===== src/rtl/branch_perf_counters.sv =====
// rtl/branch_perf_counters.sv - branch-prediction statistics: global/per-channel counts, mispredict runs, windowed snapshots
// Optional feature macro: BRANCH_PERF_SATURATE_EN (defined: counters saturate at all-ones; undefined: counters wrap)
module branch_perf_counters #(
    parameter int CNT_W  = 32,
    parameter int N_CH   = 4,
    parameter int CH_W   = 2,
    parameter int WINDOW = 1024
) (
    input  logic             clk,
    input  logic             rst,
    input  logic             update_en,
    input  logic [CH_W-1:0]  update_ch,
    input  logic             control_hazard,
    input  logic             clear,
    input  logic             freeze,
    input  logic [CH_W-1:0]  rd_ch,
    output logic [CNT_W-1:0] branch_predict_total,
    output logic [CNT_W-1:0] branch_false,
    output logic [CNT_W-1:0] ch_total,
    output logic [CNT_W-1:0] ch_false,
    output logic [CNT_W-1:0] miss_run,
    output logic [CNT_W-1:0] miss_run_max,
    output logic [CNT_W-1:0] snap_total,
    output logic [CNT_W-1:0] snap_false,
    output logic             window_done
);

    localparam int              WIN_W    = $clog2(WINDOW);
    localparam logic [WIN_W-1:0] WIN_LAST = WIN_W'(WINDOW - 1);

    // Increment that either saturates or wraps depending on the build
    function automatic logic [CNT_W-1:0] f_inc(input logic [CNT_W-1:0] v);
`ifdef BRANCH_PERF_SATURATE_EN
        f_inc = (&v) ? v : v + CNT_W'(1);
`else
        f_inc = v + CNT_W'(1);
`endif
    endfunction

    logic [CNT_W-1:0] r_total;
    logic [CNT_W-1:0] r_false;
    logic [CNT_W-1:0] r_miss_run;
    logic [CNT_W-1:0] r_miss_run_max;
    logic [CNT_W-1:0] r_ch_total [N_CH];
    logic [CNT_W-1:0] r_ch_false [N_CH];
    logic [CNT_W-1:0] r_snap_total;
    logic [CNT_W-1:0] r_snap_false;
    logic [WIN_W-1:0] r_win_cnt;
    logic             r_window_done;

    logic [CNT_W-1:0] w_total_nxt;
    logic [CNT_W-1:0] w_false_nxt;
    logic [CNT_W-1:0] w_run_nxt;
    logic [CNT_W-1:0] w_max_nxt;
    logic             w_miss;

    assign w_miss      = update_en & control_hazard;
    assign w_total_nxt = update_en ? f_inc(r_total) : r_total;
    assign w_false_nxt = w_miss ? f_inc(r_false) : r_false;
    // Idle cycles leave the run untouched; only a correct prediction breaks it
    assign w_run_nxt   = !update_en ? r_miss_run :
                         (control_hazard ? f_inc(r_miss_run) : '0);
    assign w_max_nxt   = (w_run_nxt > r_miss_run_max) ? w_run_nxt : r_miss_run_max;

    // Global counters and run registers: rst > clear > freeze > update
    always_ff @(posedge clk) begin
        if (rst || clear) begin
            r_total        <= '0;
            r_false        <= '0;
            r_miss_run     <= '0;
            r_miss_run_max <= '0;
        end else if (!freeze) begin
            r_total        <= w_total_nxt;
            r_false        <= w_false_nxt;
            r_miss_run     <= w_run_nxt;
            r_miss_run_max <= w_max_nxt;
        end
    end

    // Per-channel counters; out-of-range channels match no slot and are dropped here
    always_ff @(posedge clk) begin
        for (int i = 0; i < N_CH; i++) begin
            if (rst || clear) begin
                r_ch_total[i] <= '0;
                r_ch_false[i] <= '0;
            end else if (!freeze && update_en && (update_ch == CH_W'(i))) begin
                r_ch_total[i] <= f_inc(r_ch_total[i]);
                if (control_hazard) begin
                    r_ch_false[i] <= f_inc(r_ch_false[i]);
                end
            end
        end
    end

    // Window counter and snapshot capture; snapshots include the last cycle's event and survive clear
    always_ff @(posedge clk) begin
        if (rst) begin
            r_win_cnt     <= '0;
            r_snap_total  <= '0;
            r_snap_false  <= '0;
            r_window_done <= 1'b0;
        end else if (clear) begin
            r_win_cnt     <= '0;
            r_window_done <= 1'b0;
        end else if (freeze) begin
            r_window_done <= 1'b0;
        end else if (r_win_cnt == WIN_LAST) begin
            r_win_cnt     <= '0;
            r_snap_total  <= w_total_nxt;
            r_snap_false  <= w_false_nxt;
            r_window_done <= 1'b1;
        end else begin
            r_win_cnt     <= r_win_cnt + WIN_W'(1);
            r_window_done <= 1'b0;
        end
    end

    // Zero-latency per-channel read mux; unmatched selects read as 0
    always_comb begin
        ch_total = '0;
        ch_false = '0;
        for (int i = 0; i < N_CH; i++) begin
            if (rd_ch == CH_W'(i)) begin
                ch_total = r_ch_total[i];
                ch_false = r_ch_false[i];
            end
        end
    end

    assign branch_predict_total = r_total;
    assign branch_false         = r_false;
    assign miss_run             = r_miss_run;
    assign miss_run_max         = r_miss_run_max;
    assign snap_total           = r_snap_total;
    assign snap_false           = r_snap_false;
    assign window_done          = r_window_done;

endmodule


===== config.mk =====
export PLATFORM = sky130hd
export DESIGN_NAME = branch_perf_counters
export DESIGN_NICKNAME = d
export VERILOG_FILES = /design/src/rtl/branch_perf_counters.sv
export SDC_FILE = /design/constraint.sdc
export NUM_CORES = 1
export LEC_CHECK = 0
export ABC_AREA = 0
export CAP_MARGIN = 10
export CORE_AREA = 4 4 226 228
export DETAILED_ROUTE_END_ITERATION = 7
export DIE_AREA = 0 0 230 232
export MAX_ROUTING_LAYER = met4
export PLACE_DENSITY = 0.86
export SYNTH_ARGS = -nofsm -noshare
export SYNTH_HDL_FRONTEND = slang
export SYNTH_SLANG_ARGS = --single-unit

===== constraint.sdc =====
create_clock -name clk -period 6.6 [get_ports clk]
set_input_delay 0.99 -clock clk [delete_from_list [all_inputs] [get_ports clk]]
set_output_delay 0.99 -clock clk [all_outputs]
set_load 0.005 [all_outputs]

## Yosys cells after proc, flatten, opt, wreduce, memory -nomap -nowiden

Memories as Yosys holds them, arrays and structs flattened.
Index checks and enable logic that the tools add are counted.
W data, S select, Z words.

- Bits in registers: 203
- Latch bits: 0
- RAM bits: 256
- Bits in read-only memories: 0
- Input bits: 10
- Output and inout bits: 257
- Logic and storage cells: 103
- Memories kept: 2

- Add/subtract/negate cells: 12
- Multiply operators: 0
- Divide/modulo/power cells: 0
- Order comparisons: 1
- Eq/ne operators: 7
- Shift operators: 0
- Multiplexer cells: 49
- Bitwise logic cells: 11
- Reduce and logical (&&, ||, !) cells: 13

Memories:

| memory | words | bits a word | rd ports | clocked after Yosys merged registers in | write ports | line | text |
|---|---|---|---|---|---|---|---|
| r_ch_false | 4 | 32 | 4 | 0 | 4 | 45 | `logic [CNT_W-1:0] r_ch_false [N_CH];` |
| r_ch_total | 4 | 32 | 4 | 0 | 4 | 44 | `logic [CNT_W-1:0] r_ch_total [N_CH];` |

Operators with widths:

| cell | number |
|---|---|
| $mux W32 | 20 |
| $add A32 B1 Y32 const B | 11 |
| $gt A32 B32 Y1 | 1 |
| $mux W1 | 28 |
| $add A10 B1 Y10 const B | 1 |
| $eq A10 B10 Y1 const B | 1 |
| $mux W10 | 1 |
| $eq A2 B2 Y1 const B | 4 |
| $or A1 B1 Y1 | 8 |
| $logic_and A1 B1 Y1 | 5 |
| $eq A2 B1 Y1 const B | 2 |
| $logic_not A2 Y1 | 2 |
| $reduce_and A3 Y1 | 1 |
| $reduce_or A3 Y1 | 1 |
| $not A1 Y1 | 2 |
| $reduce_and A2 Y1 | 1 |
| $reduce_or A2 Y1 | 1 |
| $and A1 B1 Y1 | 1 |
| $logic_not A1 Y1 | 1 |
| $logic_or A1 B1 Y1 | 1 |

## Logic depth before layout (Yosys ltp)

- Word-level depth: 7
- Mapped depth: 16

## Worst setup path after synthesis

No wires, ideal clock.

- Path type: input to register
- Start point: in update_en
- End point: mem r_ch_false[0][0] (enable)
- Library setup time: 0.470 ns
- Arrival time: 6.370 ns
- Data required time: 6.130 ns
- Setup slack: -0.240 ns
- Cell stages on the path: 5
- Path through: buf_2 -> nand2b_1 -> clkbuf_1 -> o31ai_1 -> a21boi_0

RTL lines:

| element | line | text |
|---|---|---|
| start, declared | 11 | `input logic update_en,` |
| end, declared | 45 |  |

## Worst setup path in the final report

- Start point: in update_en
- End point: reg r_miss_run_max[16] (netlist: miss_run_max[16])

- Word-level cells in the longest chain between the ends: 3

Ends and longest elaborated chain:

| element | line | text |
|---|---|---|
| $mux W32 | 61 | `assign w_run_nxt = !update_en ? r_miss_run :` |
| via w_run_nxt[29] | 53 | `logic [CNT_W-1:0] w_run_nxt;` |
| $gt A32 B32 Y1 | 63 | `assign w_max_nxt = (w_run_nxt > r_miss_run_max) ? w_run_nxt : r_miss_run_max;` |
| $reduce_and A2 Y1 (no line) | - |  |
| end signal, assigned | 76 | `r_miss_run_max <= w_max_nxt;` |
| end, declared | 43 | `logic [CNT_W-1:0] r_miss_run_max;` |

The timed path passes the listed nets, and every way through them passes these cells.
A chain may end at the register's enable or synchronous reset.

==> reports/results.txt <==
Number of gates resized after CTS -> 0
Type of the most critical hold path -> reg2reg
Total overflow reported by the global router -> 0
Final worst path period need -> 5.41 ns
Number of sinks on the clock net -> 459
Clock latency at the later pin of the worst-skew pair -> 0.60 ns
Arrival time at the worst endpoint -> 5.92 ns
Launching element type of the critical path -> primary input
Wire length of the first global-routing pass -> 110,000 um
Synth area leaders -> sky130_fd_sc_hd__edfxtp_1 (30%), sky130_fd_sc_hd__dfxtp_1 (16%), sky130_fd_sc_hd__nor2_1 (7.0%), sky130_fd_sc_hd__xor2_1 (6.8%), sky130_fd_sc_hd__mux4_2 (5.7%)
Max Slew Vio Count -> 0
Result of the run -> finished, final reports clean
Detailed Routing Iterations Pass 1 -> 7
Routed length per placed instance -> 19.4 um
Critical-path cell list -> clkdlybuf4s50_1 -> nand4_2 -> or4_1 -> or4_4 -> a21oi_2 -> ha_1 -> nand3_1 -> or3_1 -> nor4b_1 -> o31a_1 -> buf_4 -> o21ai_0 -> a21oi_1
Worst Clk Skew -> 0.0184 ns
Dominant cell type by area after synthesis -> sky130_fd_sc_hd__edfxtp_1
Grt peak-use layer -> met2
Post-synth EDFFs -> 256
CTS tree -> yes
Sequential share of the synthesized area -> 46.5%
Via count of the routed design -> 20,969
Global routing met3 resource utilization -> 6.04%
Leading cell types by count after synthesis -> sky130_fd_sc_hd__nor2_1 (469), sky130_fd_sc_hd__edfxtp_1 (256), sky130_fd_sc_hd__dfxtp_1 (203)
Per-instance average area after synthesis -> 9.65 um^2
Die X -> 230 um
Lkg Pwr -> 9.60 nW
Slew @ Worst Pin -> 1.23 ns
Setup repair after global routing missed its margin -> false
Synthesized Nets -> 2,673
Area fraction of the dominant cell type after synthesis -> 30.4%
Total die area -> 53,400 um^2
Number of filler instances in the final layout -> 3,854
Setup CP Type -> in2reg
Placed standard-cell area -> 28,500 um^2
Data required time of the worst path -> 7.11 ns
# rows -> 81
Max-cap violations -> 0
Master of the slowest instance on the critical path -> sky130_fd_sc_hd__nor4b_1
Yosys reg bits -> 459
Dpl hpwl -> 48,000 um
Max-slew headroom -> 17.8%
Number of nets with antenna violations after routing -> 0
Post-CTS setup buffer count -> 0
Growth of design area from synthesis to finish -> 19.2%
Async S/R FF share, synth -> 0%
Cell with the most instances after synthesis -> sky130_fd_sc_hd__nor2_1
Area of all placed cells without fillers -> 30,100 um^2
Share of post-route cells with drive strength above 1 -> 7.01%
Longest individual stage delay on the worst path -> 0.74 ns
CP endpoint kind -> register
Post-synth cell types -> 65
Share of the cycle needed by the critical path after routing -> 81.9%
Top Ports -> 267
Initial Utilization -> 51.7%
Root buffer cell -> sky130_fd_sc_hd__clkbuf_16
Maximum number of pins on one net before global-route repair -> 86
Highest clock rate -> 0.185 GHz
Global router's overall resource usage -> 25.7%
Aggregate negative setup slack -> 0 ns
Core area -> 48,800 um^2
# H-tree levels -> 2
IO Port Bufs -> 266
Cts hold-fix bufs -> 0
Initial antenna violation count -> 2
Final Routed Wirelength -> 68,400 um
Top fanout value on the critical path -> 18
Vias/cell -> 5.96
Top_reg_cell synth -> sky130_fd_sc_hd__edfxtp_1
Met1 track demand over resource in global routing -> 31.3%
Net total in the final layout -> 2,870
Starting DRT DRC Count -> 2,027
IR Drop Worst-Case VDD -> 0.000198 V
Yosys Warn Count -> 0
Post-Synthesis Cell Area -> 25,300 um^2
Cell count after synthesis -> 2,619
PwrDens -> 213 nW/um^2
Die Y-Extent -> 232 um
Post-CTS clock slew at the launch and capture registers of the worst setup and hold paths -> 0.06 ns
Via count of the first global-routing pass -> 20,770
Max Root-Sink Buffers -> 3
Endpoints failing setup -> 0
Number of buffers inserted during clock tree synthesis -> 51
Fraction of met2 tracks used by global routing -> 42.0%
Weighted congestion reported at the end of routability-driven placement -> 0.921
Number of remaining DRC errors -> 0
Number of hold violations in the final report -> 0
[registers in the layout, summed over array words and instances, names as in the netlist]
register and count:
miss_run 32, r_win_cnt 10, r_ch_total 128, snap_total 32, snap_false 32, window_done 1
branch_false 32, miss_run_max 32, r_ch_false 128, branch_predict_total 32
[through the flow]
step | total power [mW] | hold WS (ns) | std cells | util [%] | setup WS [ns]
after global routing | 6.61 | 0.495 | 3521 | 61.7 | 0.987
after global placement | 3.60 | 0.472 | 3426 | 58.2 | 0.809
after floorplan | 3.45 | 0.467 | 2619 | - | 0.760
after detailed placement | 3.62 | 0.475 | 3426 | 58.2 | 0.728
after CTS | 6.45 | 0.486 | 3518 | 61.6 | 1.32
final | 6.42 | 0.485 | 3521 | 61.7 | 1.19
[worst max-delay path, delay by kind of cell]
family	cells	cell delay (ns)
compound gates	4	1.17
simple gates	6	2.75
buf+inv	2	0.83
fa+ha+maj	1	0.15
[metal layers]
layer | up-vias | part of all wire [%]
met1 | 10083 | 39
li1 | 9743 | -
met5 | - | 0
met3 | 181 | 9.3
met2 | 962 | 48
met4 | 0 | 3.8
[kinds of logic (layout without fill, tap and decap cells)]
family	Yosys count	after routing	share of synthesized area, %
mux	88	88	6.66
compound gates	290	290	7.01
fa+ha+maj	44	44	2.18
other cells	0	2	0
simple gates	1187	1187	22.6
flops	459	459	46.5
buf+inv	207	443	3.14
xor+xnor	344	344	11.9
[placed cells by master, fill, tap and decap left out, types with 9 or more instances in the layout]
cell	n
sky130_fd_sc_hd__a211oi_1	69
sky130_fd_sc_hd__a21oi_1	96
sky130_fd_sc_hd__and2_1	23
sky130_fd_sc_hd__and3_1	51
sky130_fd_sc_hd__and4_1	37
sky130_fd_sc_hd__buf_4	24
sky130_fd_sc_hd__clkbuf_1	9
sky130_fd_sc_hd__clkbuf_16	53
sky130_fd_sc_hd__clkdlybuf4s50_1	262
sky130_fd_sc_hd__clkinv_2	11
sky130_fd_sc_hd__dfxtp_1	203
sky130_fd_sc_hd__edfxtp_1	256
sky130_fd_sc_hd__ha_1	44
sky130_fd_sc_hd__inv_1	62
sky130_fd_sc_hd__mux2i_1	22
sky130_fd_sc_hd__mux4_2	64
sky130_fd_sc_hd__nand2_1	181
sky130_fd_sc_hd__nand3_1	167
sky130_fd_sc_hd__nand4_1	84
sky130_fd_sc_hd__nor2_1	467
sky130_fd_sc_hd__nor3_1	53
sky130_fd_sc_hd__nor4_1	25
sky130_fd_sc_hd__o21ai_0	73
sky130_fd_sc_hd__o31ai_1	10
sky130_fd_sc_hd__or3_1	50
sky130_fd_sc_hd__or4_1	11
sky130_fd_sc_hd__xnor2_1	148
sky130_fd_sc_hd__xor2_1	196
[where the power goes]
group | switching [mW] | internal, mW | total (mW)
Combinational | 0.193 | 0.169 | 0.363
Clock | 1.18 | 1.67 | 2.85
Sequential | 0.108 | 3.10 | 3.20
Total | 1.49 | 4.93 | 6.42
[final cells by class]
| class | count | area [um^2] | area share, % |
|---|---|---|---|
| multi-input cells | 1953 | 12800 | 42.6 |
| inverters | 62 | 233 | 0.772 |
| clock inverters | 22 | 191 | 0.635 |
| clock buffers | 70 | 1470 | 4.88 |
| flip-flops and latches | 459 | 11800 | 39.0 |
| diodes | 2 | 5.00 | 0.0166 |
| repair buffers | 289 | 2830 | 9.38 |
| well taps | 664 | 831 | 2.76 |
[final timing paths]
path	slack [ns]	start	cells past startpoint	endpoint
worst max-delay path	1.19	update_en	13	miss_run_max[16]
worst min-delay path	0.49	miss_run_max[27]	2	miss_run_max[27]
worst max register to register	1.52	miss_run[4]	12	miss_run_max[16]
worst min register to register	0.49	miss_run_max[27]	2	miss_run_max[27]
Power figures use the tool's default switching activity.
